[src/rtl/handshaked_rr_arbiter_pkg.sv]
// Shared types and helpers for the handshaked round-robin arbiter:
// grant-state enum, round-robin candidate search and source-index width.
package handshaked_arb_pkg;

  typedef enum logic {
    IDLE,
    LOCKED
  } arbState_t;

  localparam int MAX_INPUTS = 64;

  typedef struct packed {
    logic found;
    int   idx;
  } rrResult_t;

  function automatic int srcWidth(input int n);
    return (n <= 2) ? 1 : $clog2(n);
  endfunction

  // First valid requester at or after prio, wrapping modulo n.
  function automatic rrResult_t rr_next(input int prio,
                                        input logic [MAX_INPUTS-1:0] vldVec,
                                        input int n);
    rrResult_t r;
    int i;
    r = '0;
    for (int k = MAX_INPUTS - 1; k >= 0; k--) begin
      if (k < n) begin
        i = prio + k;
        if (i >= n) i = i - n;
        if (vldVec[i]) begin
          r.found = 1'b1;
          r.idx   = i;
        end
      end
    end
    return r;
  endfunction

endpackage

[src/rtl/handshaked_rr_arbiter_if.sv]
// Bundle of the multi-requester input channel and the single output channel.
interface handshaked_rr_arbiter_if
  import handshaked_arb_pkg::*;
#(
  parameter int DATA_WIDTH = 8,
  parameter int INPUTS     = 4
);
  localparam int SRC_W = srcWidth(INPUTS);

  logic [INPUTS*DATA_WIDTH-1:0] dataIn_data;
  logic [INPUTS-1:0]            dataIn_vld;
  logic [INPUTS-1:0]            dataIn_rd;
  logic [DATA_WIDTH-1:0]        dataOut_data;
  logic                         dataOut_vld;
  logic                         dataOut_rd;
  logic [SRC_W-1:0]             dataOut_src;

  modport slave (
    input  dataIn_data, dataIn_vld, dataOut_rd,
    output dataIn_rd, dataOut_data, dataOut_vld, dataOut_src
  );

  modport master (
    output dataIn_data, dataIn_vld, dataOut_rd,
    input  dataIn_rd, dataOut_data, dataOut_vld, dataOut_src
  );
endinterface

[src/rtl/handshaked_rr_arbiter_reg.sv]
// Two-entry handshaked register (skid buffer): full throughput, ready taken
// from local occupancy only, so no combinational rd path crosses it.
module handshaked_reg #(
  parameter int DATA_WIDTH = 8
) (
  input  logic                  clk,
  input  logic                  rst,
  input  logic [DATA_WIDTH-1:0] inData,
  input  logic                  inVld,
  output logic                  inRd,
  output logic [DATA_WIDTH-1:0] outData,
  output logic                  outVld,
  input  logic                  outRd
);
  logic [DATA_WIDTH-1:0] mem [2];
  logic                  wrPtr;
  logic                  rdPtr;
  logic [1:0]            count;
  logic                  push;
  logic                  pop;

  assign inRd    = !rst && (count != 2'd2);
  assign outVld  = !rst && (count != 2'd0);
  assign outData = mem[rdPtr];
  assign push    = inVld && inRd;
  assign pop     = outVld && outRd;

  always_ff @(posedge clk) begin
    if (rst) begin
      count  <= 2'd0;
      wrPtr  <= 1'b0;
      rdPtr  <= 1'b0;
      mem[0] <= '0;
      mem[1] <= '0;
    end else begin
      if (push) begin
        mem[wrPtr] <= inData;
        wrPtr      <= ~wrPtr;
      end
      if (pop) rdPtr <= ~rdPtr;
      count <= count + 2'(push) - 2'(pop);
    end
  end
endmodule

[src/rtl/handshaked_rr_arbiter.sv]
// Round-robin arbiter onto one handshaked channel; a stalled grant is locked until
// it transfers. Define HANDSHAKED_RR_ARBITER_OUT_REG_EN to add a registered output.
module handshaked_rr_arbiter
  import handshaked_arb_pkg::*;
#(
  parameter int DATA_WIDTH = 8,
  parameter int INPUTS     = 4
) (
  input logic clk,
  input logic rst,
  handshaked_rr_arbiter_if.slave bus
);
  localparam int SRC_W = srcWidth(INPUTS);

  arbState_t             state, stateNxt;
  logic [SRC_W-1:0]      prio, prioNxt;
  logic [SRC_W-1:0]      lockIdx, lockIdxNxt;
  rrResult_t             cand;
  logic [MAX_INPUTS-1:0] vldExt;
  logic [SRC_W-1:0]      sel;
  logic                  coreVld;
  logic                  coreRd;
  logic                  xfer;
  logic [DATA_WIDTH-1:0] coreData;
  logic [INPUTS-1:0]     inRd;

  function automatic logic [SRC_W-1:0] nextIdx(input logic [SRC_W-1:0] idx);
    return (idx == SRC_W'(INPUTS - 1)) ? '0 : idx + 1'b1;
  endfunction

  assign vldExt = MAX_INPUTS'(bus.dataIn_vld);

  always_comb begin
    cand     = rr_next(int'(prio), vldExt, INPUTS);
    sel      = (state == LOCKED) ? lockIdx : SRC_W'(cand.idx);
    coreVld  = !rst && ((state == LOCKED) ? bus.dataIn_vld[lockIdx] : cand.found);
    coreData = bus.dataIn_data[sel*DATA_WIDTH +: DATA_WIDTH];
    inRd     = '0;
    // The locked owner keeps its ready even if it drops vld.
    if (!rst && (state == LOCKED || cand.found)) inRd[sel] = coreRd;
    xfer     = coreVld && coreRd;
  end

  assign bus.dataIn_rd = inRd;

  always_comb begin
    stateNxt   = state;
    prioNxt    = prio;
    lockIdxNxt = lockIdx;
    case (state)
      IDLE: begin
        if (cand.found) begin
          if (xfer) begin
            prioNxt = nextIdx(sel);
          end else begin
            stateNxt   = LOCKED;
            lockIdxNxt = sel;
          end
        end
      end
      LOCKED: begin
        if (xfer) begin
          stateNxt = IDLE;
          prioNxt  = nextIdx(lockIdx);
        end
      end
      default: stateNxt = IDLE;
    endcase
  end

  always_ff @(posedge clk) begin
    if (rst) begin
      state   <= IDLE;
      prio    <= '0;
      lockIdx <= '0;
    end else begin
      state   <= stateNxt;
      prio    <= prioNxt;
      lockIdx <= lockIdxNxt;
    end
  end

`ifdef HANDSHAKED_RR_ARBITER_OUT_REG_EN
  logic [SRC_W+DATA_WIDTH-1:0] regOut;

  handshaked_reg #(
    .DATA_WIDTH(DATA_WIDTH + SRC_W)
  ) uOutReg (
    .clk    (clk),
    .rst    (rst),
    .inData ({sel, coreData}),
    .inVld  (coreVld),
    .inRd   (coreRd),
    .outData(regOut),
    .outVld (bus.dataOut_vld),
    .outRd  (bus.dataOut_rd)
  );

  assign bus.dataOut_data = regOut[DATA_WIDTH-1:0];
  assign bus.dataOut_src  = regOut[SRC_W+DATA_WIDTH-1:DATA_WIDTH];
`else
  assign coreRd           = bus.dataOut_rd;
  assign bus.dataOut_vld  = coreVld;
  assign bus.dataOut_data = coreData;
  assign bus.dataOut_src  = rst ? '0 : sel;
`endif
endmodule

[src/flat_wrapper.sv]
// flat-port wrapper written by rule: the top's interface ports become plain ports
module handshaked_rr_arbiter_flat import handshaked_arb_pkg::*;
#(
  parameter int DATA_WIDTH = 8,
  parameter int INPUTS     = 4
)
  (clk, rst, bus_dataIn_data, bus_dataIn_vld, bus_dataOut_rd, bus_dataIn_rd, bus_dataOut_data, bus_dataOut_vld, bus_dataOut_src);
  handshaked_rr_arbiter_if #(.DATA_WIDTH(DATA_WIDTH), .INPUTS(INPUTS)) bus_i ();
  input logic clk;
  input logic rst;
  input wire logic [$bits(bus_i.dataIn_data)-1:0] bus_dataIn_data;
  input wire logic [$bits(bus_i.dataIn_vld)-1:0] bus_dataIn_vld;
  input wire logic [$bits(bus_i.dataOut_rd)-1:0] bus_dataOut_rd;
  output wire logic [$bits(bus_i.dataIn_rd)-1:0] bus_dataIn_rd;
  output wire logic [$bits(bus_i.dataOut_data)-1:0] bus_dataOut_data;
  output wire logic [$bits(bus_i.dataOut_vld)-1:0] bus_dataOut_vld;
  output wire logic [$bits(bus_i.dataOut_src)-1:0] bus_dataOut_src;
  assign bus_i.dataIn_data = bus_dataIn_data;
  assign bus_i.dataIn_vld = bus_dataIn_vld;
  assign bus_i.dataOut_rd = bus_dataOut_rd;
  assign bus_dataIn_rd = bus_i.dataIn_rd;
  assign bus_dataOut_data = bus_i.dataOut_data;
  assign bus_dataOut_vld = bus_i.dataOut_vld;
  assign bus_dataOut_src = bus_i.dataOut_src;
  handshaked_rr_arbiter #(.DATA_WIDTH(DATA_WIDTH), .INPUTS(INPUTS)) u_core (.clk(clk), .rst(rst), .bus(bus_i));
endmodule
[config.mk]
export PLATFORM = sky130hd
export DESIGN_NAME = handshaked_rr_arbiter_flat
export DESIGN_NICKNAME = d
export VERILOG_FILES = /design/src/rtl/handshaked_rr_arbiter_pkg.sv /design/src/rtl/handshaked_rr_arbiter_if.sv /design/src/rtl/handshaked_rr_arbiter_reg.sv /design/src/rtl/handshaked_rr_arbiter.sv /design/src/flat_wrapper.sv
export SDC_FILE = /design/constraint.sdc
export NUM_CORES = 1
export LEC_CHECK = 0
export CORE_UTILIZATION = 41
export CTS_CLUSTER_SIZE = 40
export DETAILED_ROUTE_END_ITERATION = 6
export PLACE_DENSITY = 0.81
export RECOVER_POWER = 100
export SLEW_MARGIN = 20
export SYNTH_ARGS = -nofsm -noshare
export SYNTH_HDL_FRONTEND = slang
export SYNTH_HIERARCHICAL = 1
export SYNTH_SLANG_ARGS = --single-unit
[constraint.sdc]
create_clock -name clk -period 3.8 [get_ports clk]
set_input_delay 0.57 -clock clk [delete_from_list [all_inputs] [get_ports clk]]
set_output_delay 0.57 -clock clk [all_outputs]
set_load 0.02 [all_outputs]
==> results of run 1 <==
-- metal layers --
metal | vias to the layer above | part of all wire (%) | GRT usage, %
li1 | 692 | - | -
met1 | 640 | 43 | 26.26
met2 | 67 | 51 | 42.97
met3 | 2 | 5.9 | 3.611
met4 | 0 | 0.84 | 4.701
met5 | - | 0 | 0
-- logic make-up after synthesis --
kind of cell | synth area share, %
DFF | 8.821
buffers and inverters | 11.80
muxes | 19.29
and+or+nand+nor | 15.77
AOI/OAI and AO/OA | 33.30
adders and majority gates | 11.03
-- how the worst min path moves through the flow --
stage	end	slack [ps]
finish	u_core/prio[1]	570
global route	u_core/prio[1]	590
CTS	u_core/prio[1]	560
detailed placement	u_core/prio[1]	550
global placement	u_core/prio[1]	550
floorplan	u_core/lockIdx[0]	530
-- final cells by class --
| class | instances | area (sq um) |
|---|---|---|
| clock buffers | 4 | 26.28 |
| flip-flops and latches | 5 | 100.1 |
| inverters | 22 | 82.58 |
| fillers | 202 | 710.7 |
| multi-input cells | 110 | 917.1 |
| well taps | 30 | 37.54 |
| repair buffers | 75 | 670.6 |
-- power by group through the flow --
| stage | clock network (W) | logic (W) | registers, W |
|---|---|---|---|
| 2_1_floorplan | 0 | 0.000316 | 0.0000659 |
| 3_3_place_gp | 0 | 0.000536 | 0.0000705 |
| 3_5_place_dp | 0 | 0.000550 | 0.0000711 |
| 4_1_cts | 0.0000617 | 0.000533 | 0.0000701 |
| 5_1_grt | 0.0000661 | 0.000565 | 0.0000719 |
| 6_report | 0.0000595 | 0.000527 | 0.0000708 |
-- per-stage QoR --
step / instances / hold WS, ps
after CTS: 245 / 564.8
final: 246 / 570.1
after floorplan: 148 / 531.0
after global routing: 246 / 594.7
after detailed placement: 241 / 551.9
after global placement: 241 / 548.3
-- synth_stat cells (all sizes together), types with 2 or more instances --
library cell / number
a211oi: 17
a21o: 2
a21oi: 4
a221o: 2
a31oi: 17
and2: 6
buf: 4
clkbuf: 7
dfxtp: 5
ha: 10
inv: 22
mux2: 3
mux2i: 14
mux4: 2
nand2: 3
nor2: 6
nor3: 3
nor3b: 2
o21a: 3
or2: 2
-- state kept, by name, summed over array words and instances, names as in the netlist --
register,flops
u_core/state,1
u_core/prio,2
u_core/lockIdx,2
-- critical path, cell delays in order --
cell and delay [ps]:
clkdlybuf4s50_1 500, mux4_2 560, a221o_1 300, or4b_4 500, o211a_1 270, and2_1 160
dlygate4sd2_1 320
-- timing repair --
action                     4_1_cts  5_1_grt
setup endpoints to repair       13       13
pin swaps                        0        1
gates resized for setup         15       22
hold buffers                     0        0
cloned                           0        0
buffers inserted                 0        1
hold endpoints to repair         0        0
==> results.md, run 1 <==
| Result | Reported | Unit |
|:---|:---|:---|
| Overall via count from detail_route | 1401 | - |
| Arrival time at the worst endpoint | 3170 | ps |
| Normalized max-slew margin | 72.07 | % |
| Post-Route Skew | 0.3090 | ps |
| Fraction of power consumed by the clock network | 9.0 | % |
| HPWL after DPL | 2722 | um |
| Number of nets in the synthesized netlist | 197 | - |
| Power density cells | 358.6 | nW/um^2 |
| TritonCTS buffer count | 3 | - |
| Syn avg cell area | 7.668 | sq um |
| Cell-internal power | 0.0003521 | W |
| Worst setup startpoint | bus_dataIn_vld[1] | - |
| Worst hold-check path type | flop to flop | - |
| Die area | 2982 | sq um |
| Wire length of the first global-routing pass | 5078 | um |
| Ratio of final minimum period to clock period | 98.49 | % |
| Destination of the worst register-to-register timing path | u_core/prio[0] | - |
| Maximum net fanout on the critical path | 6 | - |
| Sequential area share after synthesis | 8.820 | % |
| Leak Pwr | 0.8502 | nW |
| Antenna Violating Nets Remaining | 0 | - |
| Unrepaired setup endpoints after global routing | no | - |
| Largest net degree at the start of global routing | 18 | - |
| Reg2Reg Setup Slack | 900 | ps |
| Layout overhead on the synthesized area | 61.63 | % |
| Iteration count of the initial detailed-routing pass | 4 | - |
| Max_cap viols | 0 | - |
| Depth of the worst register-to-register path | 8 | - |
| Net switching share of the total power | 46.48 | % |
| TritonCTS clock tree | built | - |
| Startpoint kind of the worst setup timing path | input port | - |
| Residual overflow from global routing | 0 | - |
| Status | complete, no violations | - |
| Max-slew violation total from the final report | 0 | - |
| Final setup fails | 0 | - |
| Max Buffers Root-to-Sink | 2 | - |
| Top area cells in the synthesized netlist | mux2i_1 12%, a211oi_1 11%, ha_1 11% | - |
| Async SR Flop Fraction | 0 | % |
| Switching component of the power | 0.0003057 | W |
| Most common cell after layout, fill and taps aside | clkdlybuf4s50_1 | - |
| Area fraction of the dominant cell type after synthesis | 12.35 | % |
| Synthesis Warnings | 6 | - |
| Unique cell type count in the Yosys netlist | 37 | - |
| Commonest cells after routing, fill and taps aside | 38 x clkdlybuf4s50_1, 22 x inv_1, 17 x a31oi_1, 17 x a211oi_1, 17 x buf_4 | - |
| Cell area after synthesis | 1135 | sq um |
| Number of flops mapped to enable cells by yosys | 0 | - |
| Worst hold stages | 2 | - |
| Clock slew at the register clock pins of the worst setup and hold paths | 40 | ps |
| Clock sink total | 5 | - |
| Final nets | 266 | - |
| Worst setup path category | input port to output pin | - |
| Floorplan Core Area | 2545 | sq um |
| Required @ worst endpoint | 3230 | ps |
| Min setup slack post-route | 57.42 | ps |
| Fin util | 72.07 | % |
| Sequential group share of total power | 10.8 | % |
| Final Routed Wirelength | 3443 | um |
| Tot Pwr | 0.0006578 | W |
| Layout cell share with drive strength beyond 1 | 17.13 | % |
| H-tree levels | 1 | - |
| Via count of the first global-routing pass | 1288 | - |
| Clock root buffer | clkbuf_4 | - |
| Placed Instance Area | 1834 | sq um |
| Flip-flop and latch count after synthesis | 5 | - |
| Total track usage | 22.76 | % |
| Initial core utilization | 44.59 | % |
| VDD IR max | 0.0003573 | V |
| Wire length per cell | 14.00 | um |
| Die W | 54.61 | um |
| Most instantiated flip-flop cell in the synthesis netlist | dfxtp_1 | - |
| Cells after Synth | 148 | - |
| Worst min-delay path startpoint | u_core/prio[1] | - |
| GPL Wtd Cong | 0.9271 | - |
| Timing endpoint of the critical path | bus_dataIn_rd[1] | - |
| Port Buf Inserts | 53 | - |
| Post-route cell area | 1834 | sq um |
| Antenna cells | 0 | - |
| Type of destination of the critical path | output pin | - |
| Max Clock Freq | 267.2 | MHz |
| Vertical extent of the die | 54.61 | um |
| Final period demand of the worst path | 3743 | ps |
| Tightest Pin Transition | 418.0 | ps |
| Worst Setup Slack post-DPL | -494.1 | ps |
| Drc violations | 0 | - |
| DRT iter0 DRCs | 33 | - |
| Summed negative setup slack over all endpoints | 0 | ps |
| Reg-to-reg critical path startpoint | u_core/prio[1] | - |
| Number of core rows | 18 | - |
| Vias per Instance | 5.695 | - |
| Worst-skew pair later-pin latency | 230 | ps |
| Combinational share of power | 80.2 | % |
| Initial antenna violation count | 0 | - |
| Post-synth top area cell | mux2i_1 | - |
| Count of endpoints failing hold in the final timing report | 0 | - |
| Count of boundary I/O pins | 54 | - |
Power figures use the tool's default switching activity.
==> run 2, diff against run 1 <==
--- a/config.mk
+++ b/config.mk
@@ -6,6 +6,7 @@
 export NUM_CORES = 1
 export LEC_CHECK = 0
 export CORE_UTILIZATION = 41
+export CTS_BUF_LIST = sky130_fd_sc_hd__clkbuf_16
 export CTS_CLUSTER_SIZE = 40
 export DETAILED_ROUTE_END_ITERATION = 6
 export PLACE_DENSITY = 0.81
==> results.md, run 2 (synthesis gave the netlist of run 1 again) <==
| Result | Reported | Unit | Delta |
|:---|:---|:---|:---|
| H-tree levels | 1 | - | unchanged |
| Type of destination of the critical path | output pin | - |  |
| Total track usage | 26.00 | % | +3.2 points |
| Port Buf Inserts | 53 | - | unchanged |
| Die area | 2982 | sq um | unchanged |
| DRT iter0 DRCs | 30 | - | -9.1% |
| Tot Pwr | 0.0008054 | W | +22% |
| Required @ worst endpoint | 3230 | ps | about the same |
| Number of core rows | 18 | - | unchanged |
| Worst hold-check path type | flop to flop | - |  |
| Sequential group share of total power | 8.9 | % | -1.9 points |
| Initial antenna violation count | 0 | - | unchanged |
| Area used by multi-input combinational logic | 919.6 | sq um | +0.27% |
| Largest net degree at the start of global routing | 18 | - | unchanged |
| Detail Route met2 WL | 1992 | um | +14% |
| Ratio of final minimum period to clock period | 98.95 | % | +0.46 points |
| Iteration count of the initial detailed-routing pass | 6 | - | +2 |
| Layout overhead on the synthesized area | 70.23 | % |  |
| Net switching share of the total power | 41.57 | % | -4.9 points |
| Max Buffers Root-to-Sink | 2 | - | unchanged |
| Power density cells | 416.9 | nW/um^2 | +16% |
| DRT met1 WL | 1561 | um | +6.2% |
| Depth of the worst register-to-register path | 9 | - | +1 |
| Drc violations | 0 | - | unchanged |
| Destination of the worst register-to-register timing path | u_core/prio[0] | - |  |
| Max Clock Freq | 266.0 | MHz | -0.47% |
| Switching component of the power | 0.0003348 | W | +9.5% |
| Cts hold-fix bufs | 0 | - | unchanged |
| Clock slew at the register clock pins of the worst setup and hold paths | 30 | ps | about the same |
| Max-slew violation total from the final report | 0 | - | unchanged |
| Final period demand of the worst path | 3760 | ps | +17.52 ps |
| Wire length of the first global-routing pass | 5609 | um | +10% |
| Min setup slack post-route | 39.90 | ps | -17.52 ps |
| Max_cap viols | 0 | - | unchanged |
| Combinational share of power | 69.8 | % | -10 points |
| Final nets | 268 | - | +0.75% |
| TritonCTS clock tree | built | - |  |
| Worst setup startpoint | bus_dataIn_vld[3] | - |  |
| Worst Setup Slack post-DPL | -494.1 | ps | unchanged |
| Antenna cells | 0 | - | unchanged |
| Commonest cells after routing, fill and taps aside | 38 x clkdlybuf4s50_1, 23 x inv_1, 19 x buf_4 | - |  |
| Antenna Violating Nets Remaining | 0 | - | unchanged |
| Residual overflow from global routing | 0 | - | unchanged |
| Overall via count from detail_route | 1452 | - | +3.6% |
| Routed length on met3 | 306 | um | +51% |
| Final setup fails | 0 | - | unchanged |
| Count of endpoints failing hold in the final timing report | 0 | - | unchanged |
| HPWL after DPL | 2722 | um | unchanged |
| Reg2Reg Setup Slack | 930 | ps | +30 ps |
| Leak Pwr | 0.9061 | nW | +6.6% |
| Vertical extent of the die | 54.61 | um | unchanged |
| Wire length per cell | 15.73 | um | +12% |
| Final Routed Wirelength | 3900 | um | +13% |
| VDD IR max | 0.0004463 | V | +25% |
| Post-Route Skew | 1.767 | ps | +1.458 ps |
| Floorplan Core Area | 2545 | sq um | unchanged |
| Fraction of power consumed by the clock network | 21.3 | % | +12 points |
| Clock root buffer | clkbuf_16 | - |  |
| Worst setup path category | input port to output pin | - |  |
| Leading registers by flop count | u_core/lockIdx x2, u_core/prio x2, u_core/state x1 | - |  |
| Worst-skew pair later-pin latency | 230 | ps | about the same |
| Status | complete, no violations | - |  |
| Tightest Pin Transition | 497.5 | ps | +79.44 ps |
| GPL Wtd Cong | 0.9271 | - | unchanged |
| Normalized max-slew margin | 66.76 | % | -5.3 points |
| Top routing layer in use | met4 | - |  |
| Startpoint kind of the worst setup timing path | input port | - |  |
| Summed negative setup slack over all endpoints | 0 | ps | unchanged |
| Clock sink total | 5 | - | unchanged |
| Via count of the first global-routing pass | 1328 | - | +3.1% |
| Count of boundary I/O pins | 54 | - | unchanged |
| Die W | 54.61 | um | unchanged |
| Reg-to-reg critical path startpoint | u_core/prio[0] | - |  |
| Filler cell count in the final layout | 192 | - | -5.0% |
| Sequential cell area | 100.1 | sq um | unchanged |
| TritonCTS buffer count | 3 | - | unchanged |
| Vias per Instance | 5.855 | - | +2.8% |
| Arrival time at the worst endpoint | 3190 | ps | +20 ps |
| Initial core utilization | 44.59 | % | unchanged |
| Maximum net fanout on the critical path | 5 | - | -1 |
| Most common cell after layout, fill and taps aside | clkdlybuf4s50_1 | - |  |
| Fin util | 75.91 | % | +3.8 points |
| Timing endpoint of the critical path | bus_dataIn_rd[1] | - |  |
| Layout cell share with drive strength beyond 1 | 19.27 | % | +2.1 points |
| Cell-internal power | 0.0004706 | W | +34% |
[run 2: worst min-delay path by stage]
stage	depth (start not counted)	slack, ps	startpoint	endpoint
6_report	2	560	u_core/prio[1]	u_core/prio[1]
3_3_place_gp	2	550	u_core/prio[1]	u_core/prio[1]
5_1_grt	2	580	u_core/prio[1]	u_core/prio[1]
3_5_place_dp	2	550	u_core/prio[1]	u_core/prio[1]
4_1_cts	2	550	u_core/prio[1]	u_core/prio[1]
2_1_floorplan	2	530	u_core/lockIdx[0]	u_core/lockIdx[0]
[run 2: power by group through the flow]
stage / Sequential (W) / Clock, W / Combinational [W]
6_report: 0.0000713 / 0.000172 / 0.000563
5_1_grt: 0.0000720 / 0.000177 / 0.000599
4_1_cts: 0.0000702 / 0.000173 / 0.000545
3_5_place_dp: 0.0000711 / 0 / 0.000550
3_3_place_gp: 0.0000705 / 0 / 0.000536
2_1_floorplan: 0.0000659 / 0 / 0.000316
[run 2: metal layers]
metal	GRT usage (%)	vias up
met5	0	-
met4	10.68	0
met3	4.167	4
met2	48.80	86
met1	28.18	668
li1	-	694
[run 2: cell type report]
type                       instances  share of cell area [%]
timing repair buffer              77                   36.92
clock inverter                     1                  0.1943
tap                               30                   1.943
inverter                          22                   4.275
clock buffer                       3                   3.886
multi-input combinational        110                   47.60
sequential                         5                   5.181
[run 2: through the flow]
step	instances	hold slack, ps	area, sq um
after floorplan	148	531.0	1135
after global routing	248	579.8	1932
after CTS	245	551.1	1918
after global placement	241	548.3	1834
final	248	562.1	1932
after detailed placement	241	551.9	1834
[run 2: timing repair]
action                     in CTS  in global routing
setup endpoints to repair      14                 13
gates resized for setup        17                 17
buffers inserted                0                  3
pin swaps                       0                  1
[run 2: worst max-delay path, stage by stage]
cell and delay [ps]:
clkdlybuf4s50_1 480, mux2_1 380, buf_4 160, a221o_1 320, or4b_4 500, o211a_1 280
and2_1 170, dlygate4sd2_1 320
==> run 3, diff against run 2 <==
--- a/config.mk
+++ b/config.mk
@@ -5,6 +5,7 @@
 export SDC_FILE = /design/constraint.sdc
 export NUM_CORES = 1
 export LEC_CHECK = 0
+export ABC_AREA = 1
 export CORE_UTILIZATION = 41
 export CTS_BUF_LIST = sky130_fd_sc_hd__clkbuf_16
 export CTS_CLUSTER_SIZE = 40
==> results.md, run 3 <==
| Result | Reported | Unit | Delta |
|:---|:---|:---|:---|
| Status | complete, no violations | - |  |
| Post-synth top area cell | nand3_1 | - |  |
| Post-synthesis compound-gate area fraction | 5.811 | % | -27 points |
| Non-filler instance count after layout | 304 | - | +23% |
| Fin util | 70.55 | % | -5.4 points |
| Via count of the first global-routing pass | 1269 | - | -4.4% |
| TritonCTS buffer count | 3 | - | unchanged |
| Most common cell after layout, fill and taps aside | nand2_1 | - |  |
| Top area cells in the synthesized netlist | nand3_1 20%, nand2_1 17%, inv_1 16% | - |  |
| Tightest Pin Transition | 354.2 | ps | -143.3 ps |
| Required @ worst endpoint | 3230 | ps | about the same |
| Antenna Violating Nets Remaining | 0 | - | unchanged |
| Initial antenna violation count | 0 | - | unchanged |
| Total track usage | 24.77 | % | -1.2 points |
| Worst-skew pair later-pin latency | 230 | ps | about the same |
| Vertical extent of the die | 54.76 | um | +0.27% |
| Synthesis Warnings | 6 | - | unchanged |
| Summed negative setup slack over all endpoints | 0 | ps | unchanged |
| Max_cap viols | 0 | - | unchanged |
| Most common cell in the synthesized netlist | nand2_1 | - |  |
| Startpoint kind of the worst setup timing path | input port | - |  |
| Final nets | 324 | - | +21% |
| Number of flops mapped to enable cells by yosys | 0 | - | unchanged |
| Cell type group with the largest total delay on the critical path | buffers and inverters | - |  |
| Cell-internal power | 0.0004382 | W | -6.9% |
| Die W | 54.76 | um | +0.27% |
| Residual overflow from global routing | 0 | - | unchanged |
| Final period demand of the worst path | 3579 | ps | -181.0 ps |
| Max Clock Freq | 279.4 | MHz | +5.1% |
| Final Routed Wirelength | 3454 | um | -11% |
| Combinational share of power | 70.3 | % | +0.5 points |
| VDD IR max | 0.0004365 | V | -2.2% |
| Number of core rows | 18 | - | unchanged |
| Max Buffers Root-to-Sink | 2 | - | unchanged |
| Clock slew at the register clock pins of the worst setup and hold paths | 30 | ps | about the same |
| Cell with the largest stage delay on the worst path | clkdlybuf4s50_1 | - |  |
| Iteration count of the initial detailed-routing pass | 4 | - | -2 |
| Floorplan Core Area | 2545 | sq um | unchanged |
| Leading registers by flop count | u_core/lockIdx x2, u_core/prio x2, u_core/state x1 | - |  |
| Top routing layer in use | met4 | - |  |
| Clock sink total | 5 | - | unchanged |
| DRT met1 WL | 1532 | um | -1.9% |
| Area fraction of the dominant cell type after synthesis | 20.18 | % | +7.8 points |
| DRT iter0 DRCs | 48 | - | +60% |
| Chain of cells forming the critical path | clkdlybuf4s50_1, inv_1, nand2_2, nand3_1, nand2_1, inv_2, nand2_1, nand3_1, nand3_4, nand2_2, inv_1, ha_1, nand2_1, nor2_1, clkdlybuf4s50_1 | - |  |
| Normalized max-slew margin | 76.30 | % | +9.5 points |
| Ratio of final minimum period to clock period | 94.19 | % | -4.8 points |
| Number of nets in the synthesized netlist | 265 | - | +35% |
| Cell area after synthesis | 1141 | sq um | +0.55% |
| Crit path buf inv count | 5 | - | +2 |
| Arrival time at the worst endpoint | 3010 | ps | -180 ps |
| Post-Synth XOR/XNOR Area | 0 | % | unchanged |
| Most frequent cell on the critical path | nand2_1 | - |  |
| Sequential area share after synthesis | 8.772 | % | -0.048 points |
| Min setup slack post-route | 220.9 | ps | +181.0 ps |
| Most instantiated flip-flop cell in the synthesis netlist | dfxtp_1 | - |  |
| Antenna cells | 0 | - | unchanged |
| Unrepaired setup endpoints after global routing | no | - |  |
| Routed length on met3 | 255 | um | -17% |
| Power density cells | 449.8 | nW/um^2 | +7.9% |
| HPWL after DPL | 2660 | um | -2.3% |
| Wire length of the first global-routing pass | 5457 | um | -2.7% |
| Layout overhead on the synthesized area | 57.35 | % |  |
| Commonest cells after routing, fill and taps aside | 53 x nand2_1, 49 x inv_1, 47 x clkdlybuf4s50_1 | - |  |
| Drc violations | 0 | - | unchanged |
| Die area | 2998 | sq um | +0.53% |
| Max-slew violation total from the final report | 0 | - | unchanged |
| Maximum net fanout on the critical path | 10 | - | +5 |
| Largest net degree at the start of global routing | 19 | - | +1 |
| Slowest cell delay on critical path | 620 | ps | +120 ps |
| Initial core utilization | 44.84 | % | +0.25 points |
| Switching component of the power | 0.0003694 | W | +10% |
| Fraction of power consumed by the clock network | 21.0 | % | -0.3 points |
| Number of cells after detailed placement | 300 | - | +24% |
| Async SR Flop Fraction | 0 | % | unchanged |
| Count of boundary I/O pins | 54 | - | unchanged |
| Detail Route met2 WL | 1602 | um | -20% |
| Post-Route Skew | 2.408 | ps | +0.6408 ps |
| Hold Worst Slack | 564.1 | ps | +1.978 ps |
| Leak Pwr | 1.011 | nW | +12% |
| Clock root buffer | clkbuf_16 | - |  |
| Post-synthesis mux area share | 0 | % | -19 points |
| Share of synthesized cell area in and, or, nand and nor gates | 53.07 | % | +37 points |
| H-tree levels | 1 | - | unchanged |
| Filler cell count in the final layout | 240 | - | +25% |
| Overall via count from detail_route | 1469 | - | +1.2% |
| Worst setup path category | input port to output pin | - |  |
| Wire length per cell | 11.36 | um | -28% |
| Fraction of the mapped netlist area in adder cells | 10.96 | % | -0.060 points |
| Net switching share of the total power | 45.74 | % | +4.2 points |
| Layout cell share with drive strength beyond 1 | 10.95 | % | -8.3 points |
| Port Buf Inserts | 53 | - | unchanged |
| GPL Wtd Cong | 0.8973 | - | -3.2% |
| Sequential group share of total power | 8.7 | % | -0.2 points |
| Unique cell type count in the Yosys netlist | 19 | - | -49% |
| Worst hold-check path type | flop to flop | - |  |
| Flip-flop and latch count after synthesis | 5 | - | unchanged |
| Count of endpoints failing hold in the final timing report | 0 | - | unchanged |
| Vias per Instance | 4.832 | - | -17% |
| Type of destination of the critical path | output pin | - |  |
| TritonCTS clock tree | built | - |  |
| Most frequent cells after synthesis | 52 x nand2_1, 48 x inv_1, 46 x nand3_1 | - |  |
| Combinational family with the most area after synthesis | simple AND/OR/NAND/NOR gates | - |  |
| Final setup fails | 0 | - | unchanged |
| Syn avg cell area | 5.283 | sq um | -31% |
| Worst Setup Slack post-DPL | 249.6 | ps | +743.7 ps |
| Cells after Synth | 216 | - | +46% |
-- run 3: changes by cell type after synthesis, sizes merged, moves of 10 or more --
cell	previous run	this run
a211oi	17	0
a31oi	17	1
inv	22	53
mux2i	14	0
nand2	3	66
nand3	0	47
nor2	6	16
-- run 3: stage by stage --
step	power (W)	area (sq um)
floorplan	0.0004348	1141
global placement	0.0006356	1717
detailed placement	0.0006376	1717
CTS	0.0008148	1795
global route	0.0008765	1795
finish	0.0008076	1795
-- run 3: final timing paths --
kind,cells after the start,endpoint,slack [ps],startpoint
worst max-delay path,15,bus_dataIn_rd[3],220,bus_dataIn_vld[2]
worst min-delay path,2,u_core/lockIdx[1],560,u_core/lockIdx[1]
worst max register to register,18,u_core/prio[1],1410,u_core/prio[0]
worst min register to register,2,u_core/lockIdx[1],560,u_core/lockIdx[1]
-- run 3: repair_timing --
item	4_1_cts	5_1_grt
hold buffers	0	0
buffers inserted	0	0
resized for setup	0	2
setup endpoints to repair	0	5
-- run 3: worst register-to-register path: cells and delay by family (launching register included) --
kind,cells,cell delay [ps]
adder cells (fa/ha/maj),2,500
AO/OA/AOI/OAI,1,140
flip-flops,1,340
AND/OR/NAND/NOR,11,980
buffers and inverters,4,350
-- run 3: cell type report --
class / count / area [sq um] / share of cell area (%)
clock buffers: 3 / 75.07 / 4.181
clock inverters: 1 / 3.754 / 0.2091
inverters: 53 / 198.9 / 11.08
multi-input cells: 152 / 794.5 / 44.25
flip-flops and latches: 5 / 100.1 / 5.575
well taps: 30 / 37.54 / 2.091
repair buffers: 60 / 585.6 / 32.61
-- run 3: power by group through the flow --
stage	registers, W	logic [W]	clock network, W
floorplan	0.0000715	0.000363	0
global placement	0.0000699	0.000566	0
detailed placement	0.0000700	0.000568	0
CTS	0.0000700	0.000573	0.000171
global route	0.0000717	0.000626	0.000179
finish	0.0000704	0.000568	0.000170
-- run 3: cells by family (layout without fill, tap and decap cells) --
group | after synthesis | count (layout)
adders and majority gates | 10 | 10
DFF | 5 | 5
and+or+nand+nor | 131 | 131
buffers and inverters | 59 | 117
AOI/OAI and AO/OA | 11 | 11
-- run 3: metal layers --
layer | vias up | global-route usage (%)
li1 | 779 | -
met1 | 620 | 32.68
met2 | 62 | 38.76
met3 | 8 | 7.222
met4 | 0 | 6.410
met5 | - | 0
